`src/rtl/imem_loader.sv`:
```
// Boot-time instruction-memory loader: accepts (address, word) pairs from a host, writes each
// word as four little-endian byte writes, and holds the core in reset until the image is in.
module imem_loader #(
  parameter int unsigned MEM_BYTES = 4096,
  parameter int unsigned CNT_W     = 16
) (
  input  logic             clk,
  input  logic             rst,
  input  logic             ld_valid,
  input  logic [31:0]      ld_addr,
  input  logic [31:0]      ld_data,
  input  logic             ld_last,
  output logic             ld_ready,
  input  logic             reload,
  output logic             mem_we,
  output logic [31:0]      mem_waddr,
  output logic [7:0]       mem_wdata,
  output logic             core_rst,
  output logic             running,
  output logic             ld_err,
  output logic [CNT_W-1:0] words_loaded
);

  typedef enum logic [2:0] {StWait, StWr0, StWr1, StWr2, StWr3, StRun} state_e;

  state_e           state_q, state_d;
  logic [31:0]      addr_q, addr_d;
  logic [31:0]      data_q, data_d;
  logic             last_q, last_d;
  logic             err_d;
  logic [CNT_W-1:0] cnt_d;
  logic             hs, legal;
  logic             wr_d;
  logic [1:0]       idx_d;

  assign hs    = ld_valid && ld_ready;
  assign legal = (ld_addr[1:0] == 2'b00) && (ld_addr <= MEM_BYTES - 4);

  always_comb begin
    state_d = state_q;
    addr_d  = addr_q;
    data_d  = data_q;
    last_d  = last_q;
    err_d   = ld_err;
    cnt_d   = words_loaded;
    case (state_q)
      StWait: begin
        if (hs) begin
          addr_d = ld_addr;
          data_d = ld_data;
          last_d = ld_last;
          if (legal) begin
            state_d = StWr0;
          end else begin
            // Dropped word: flag it, but an illegal last word still ends the image.
            err_d = 1'b1;
            if (ld_last) state_d = StRun;
          end
        end
      end
      StWr0: state_d = StWr1;
      StWr1: state_d = StWr2;
      StWr2: state_d = StWr3;
      StWr3: begin
        cnt_d   = words_loaded + 1'b1;
        state_d = last_q ? StRun : StWait;
      end
      StRun: begin
        if (reload) begin
          state_d = StWait;
          err_d   = 1'b0;
          cnt_d   = '0;
        end
      end
      default: state_d = StWait;
    endcase
  end

  // Byte lane for the write cycle being entered.
  always_comb begin
    wr_d  = 1'b1;
    idx_d = 2'd0;
    case (state_d)
      StWr0:   idx_d = 2'd0;
      StWr1:   idx_d = 2'd1;
      StWr2:   idx_d = 2'd2;
      StWr3:   idx_d = 2'd3;
      default: wr_d  = 1'b0;
    endcase
  end

  always_ff @(posedge clk or posedge rst) begin
    if (rst) begin
      state_q      <= StWait;
      addr_q       <= '0;
      data_q       <= '0;
      last_q       <= 1'b0;
      ld_ready     <= 1'b1;
      mem_we       <= 1'b0;
      mem_waddr    <= '0;
      mem_wdata    <= '0;
      core_rst     <= 1'b1;
      running      <= 1'b0;
      ld_err       <= 1'b0;
      words_loaded <= '0;
    end else begin
      state_q      <= state_d;
      addr_q       <= addr_d;
      data_q       <= data_d;
      last_q       <= last_d;
      ld_ready     <= (state_d == StWait);
      mem_we       <= wr_d;
      core_rst     <= (state_d != StRun);
      running      <= (state_d == StRun);
      ld_err       <= err_d;
      words_loaded <= cnt_d;
      if (wr_d) begin
        mem_waddr <= addr_d + {30'd0, idx_d};
        mem_wdata <= data_d[8*idx_d +: 8];
      end
    end
  end

endmodule

```
`config.mk`:
```
export PLATFORM = sky130hd
export DESIGN_NAME = imem_loader
export DESIGN_NICKNAME = d
export VERILOG_FILES = /design/src/rtl/imem_loader.sv
export SDC_FILE = /design/constraint.sdc
export NUM_CORES = 1
export LEC_CHECK = 0
export CAP_MARGIN = 25
export CORE_ASPECT_RATIO = 1.4
export CORE_UTILIZATION = 56
export CTS_CLUSTER_DIAMETER = 50
export DETAILED_ROUTE_END_ITERATION = 8
export PLACE_DENSITY = 0.86
export SYNTH_ARGS = -nofsm -noshare
export SYNTH_HDL_FRONTEND = slang
export SYNTH_SLANG_ARGS = --single-unit
```
`constraint.sdc`:
```
create_clock -name clk -period 9.67 [get_ports clk]
set_clock_uncertainty 0.1 [all_clocks]
set_input_delay 1.934 -clock clk [delete_from_list [all_inputs] [get_ports clk]]
set_output_delay 1.934 -clock clk [all_outputs]
set_load 0.05 [all_outputs]
```
==> flow_summary.ini <==
[timing]
hold_ws_ns = 0.375
timing.slew.headroom_pct = 38.6
final_hold_viol_count = 0
tightestPinTransition_ns = 0.920
finalSetupTns_ns = 0
max_freq_mhz = 183
post-route-min-period_ns = 5.46
slew_viol_final = 0
fin_crit_sh_pct = 56.5
setup_repair_after_global_routing_missed_its_margin = no
setup_viol_count_final = 0

[routing]
dr_total_vias = 5519
routedWlPerCell_um = 18.2
detail_route.wirelength_um = 16900
vias_per_cell = 5.92
antenna_left = 0
first_pass_iters = 6
drcViolationCount = 0
drt_iter0_drc = 358

[status]
status = finished clean

[floorplan]
die_width_um = 93.1
initial_core_util_pct = 57.4
ios = 130
design.die.area_mm2 = 0.0121
die_h_um = 130
rows = 46
coreArea_mm2 = 0.0113

[final_layout]
multi_input_comb_area_mm2 = 0.00304
filler_cell_count = 768
fraction_of_final_layout_cells_with_drive_strength_greater_than_1_pct = 12.9
insertedDiodeCount = 0
layout_commonest_cell = sky130_fd_sc_hd__clkdlybuf4s50_1
design.final.nets = 849
synthToLayoutAreaGrowth_pct = 30.9
final_cell_mix = 129 x sky130_fd_sc_hd__clkdlybuf4s50_1, 127 x sky130_fd_sc_hd__dfrtp_1, 124 x sky130_fd_sc_hd__nand2_1, 60 x sky130_fd_sc_hd__nor2_1, 41 x sky130_fd_sc_hd__mux2_2
area.sequential_mm2 = 0.00323

[critical_path]
worst_setup_path_end_kind = flop
critPathKind = in2reg
crit_path_start_kind = input port
crit_path_max_fanout = 10
crit_path_start = ld_valid
reg2reg_slack_ns = 5.31
critical_path_required_ns = 9.88
regToRegStartpoint = state_q[0]
critical_path_arrival_ns = 5.67

[logic_synthesis]
synth.top_cell.area_share_pct = 48.9
postSynthNetCount = 727
synth_simple_gate_area_share_pct = 22.4
asyncSetResetFlopFracSynth_pct = 100
synthesis.instances = 654
synth_compound_gate_area_share_pct = 9.47
synthDominantAreaCellType = sky130_fd_sc_hd__dfrtp_1
ys_ff_latch = 129
synth_cell_type_count = 60
yosysSeqAreaShare_pct = 49.7
syn_area_per_cell_um2 = 9.94
yosys_warnings = 0
post_synth_xor_area_fraction_pct = 4.44
synth-adder-area-share_pct = 0.885
dominantRegCellSynth = sky130_fd_sc_hd__dfrtp_1
synth.top_cells.by_area = sky130_fd_sc_hd__dfrtp_1 49%, sky130_fd_sc_hd__nand2_1 7.2%, sky130_fd_sc_hd__mux2_2 7.1%, sky130_fd_sc_hd__nor2_1 3.5%, sky130_fd_sc_hd__xnor2_1 3.1%
post_synth_mux_area_share_pct = 9.56
post_synth_instance_area_mm2 = 0.00650
synth_enable_flop_cells = 0
synth_top_family_by_area = simple AND/OR/NAND/NOR gates

[pwr]
p_leak_nw = 3.64
worst_vdd_rail_ir_drop_mv = 0.210
cellPowerDensity_mw_per_mm2 = 366

[clocking]
cts.htree.levels = 4
cts_inserted_buffers = 17
cts_hold_repair.buffers = 0
cts_root_buffer = sky130_fd_sc_hd__clkbuf_16
clk_latency_ns = 0.42
clk_transition_reported_paths_ns = 0.06
postCtsSetupRepairBufs = 0
cts_max_path_buffers = 2
cts_num_sinks = 129
cts-resized-gates = 0
tritoncts_clock_tree = done

[global_route]
largest_net_degree_at_the_start_of_global_routing = 80
grt_usage_pct = 29.5
grt_first_pass_wirelength_um = 27300
grt.overflow.total = 0
antenna_found_initial = 0
first_global_vias = 5675

[placed_design]
place.port_buffers = 129
place_hpwl_um = 11500
place_congestion = 0.925

[flow_run]
drv.max_cap_violation_count = 0

[worst_hold_path]
holdCritStartpoint = mem_waddr[10]
holdCritPathClass = reg2reg
==> power by group <==
part / internal, mW / total [mW] / leakage [nW] / switching (mW)
clock network: 0.482 / 0.725 / 0.319 / 0.243
logic: 0.525 / 1.44 / 1.74 / 0.916
registers: 0.788 / 0.948 / 1.59 / 0.161
==> metal layers <==
layer	GRT usage [%]	vias to the layer above	wire length [um]
met3	6.22	62	1070
li1	-	2523	-
met4	16.4	0	697
met2	51.8	256	8760
met1	33.3	2678	6400
met5	0	-	0
==> cell type report <==
cell class,instances,area share (%)
tap,144,2.12
inverter,19,0.867
clock buffer,17,5.00
multi-input combinational,475,35.7
sequential,129,37.9
clock inverter,14,2.78
timing repair buffer,134,15.6
==> cell usage after synthesis, drive strengths merged, types with 2 or more instances <==
cell type / n
nand4: 22
o31ai: 8
a211o: 2
or3: 2
xnor2: 23
nor2b: 6
a21oi: 36
nand2b: 7
clkinv: 2
or4: 3
a31oi: 9
nor4: 14
xor2: 10
a21o: 3
nand3: 16
buf: 16
dfrtp: 127
nor3: 11
and4: 4
inv: 17
ha: 3
clkbuf: 15
mux2: 41
nor4b: 2
mux2i: 16
nand2: 124
o21ai: 24
nor2: 61
dfstp: 2
a211oi: 2
and3: 10
==> sequential cells by signal, summed over array words and instances (netlist names) <==
name          cells
addr_q           32
data_q           32
mem_waddr        32
words_loaded     16
mem_wdata         8
state_q           3
core_rst          1
last_q            1
ld_err            1
ld_ready          1
mem_we            1
running           1
==> kinds of logic after synthesis <==
group / after synthesis
simple gates: 286
flops: 129
compound gates: 95
mux: 57
buf+inv: 50
xor+xnor: 33
fa+ha+maj: 4
==> stage by stage <==
| step | utilization [%] | setup slack [ns] | total power [mW] | std cells | cell area (um^2) |
|---|---|---|---|---|---|
| 3_3_place_gp | 69.3 | 4.18 | 2.33 | 901 | 7850 |
| 5_1_grt | 75.1 | 4.03 | 3.28 | 932 | 8520 |
| 3_5_place_dp | 69.3 | 3.95 | 2.38 | 901 | 7850 |
| 6_report | 75.1 | 4.21 | 3.11 | 932 | 8520 |
| 4_1_cts | 75.1 | 4.30 | 3.13 | 932 | 8520 |
| 2_1_floorplan | - | 4.15 | 1.96 | 654 | 6500 |
==> critical path: stages <==
cell and delay (ns):
sky130_fd_sc_hd__clkdlybuf4s50_1 0.69, sky130_fd_sc_hd__clkinv_1 0.51, sky130_fd_sc_hd__nor2_8 0.22, sky130_fd_sc_hd__nand2_1 0.07, sky130_fd_sc_hd__nand2_1 0.10, sky130_fd_sc_hd__ha_1 0.19
sky130_fd_sc_hd__inv_1 0.06, sky130_fd_sc_hd__fa_1 0.42, sky130_fd_sc_hd__a211oi_1 0.33, sky130_fd_sc_hd__a21oi_2 0.23, sky130_fd_sc_hd__nor4_4 0.49, sky130_fd_sc_hd__a31oi_1 0.15
sky130_fd_sc_hd__o31ai_1 0.27
==> final timing paths <==
path,to,cells after the start
max in group asynchronous,addr_q[29],3
min in group asynchronous,words_loaded[14],2
min reg2reg,mem_waddr[10],1
max,mem_waddr[28],13
min,mem_waddr[10],1
max reg2reg,mem_waddr[23],11
Note: power is estimated with default switching activity, not from simulation.
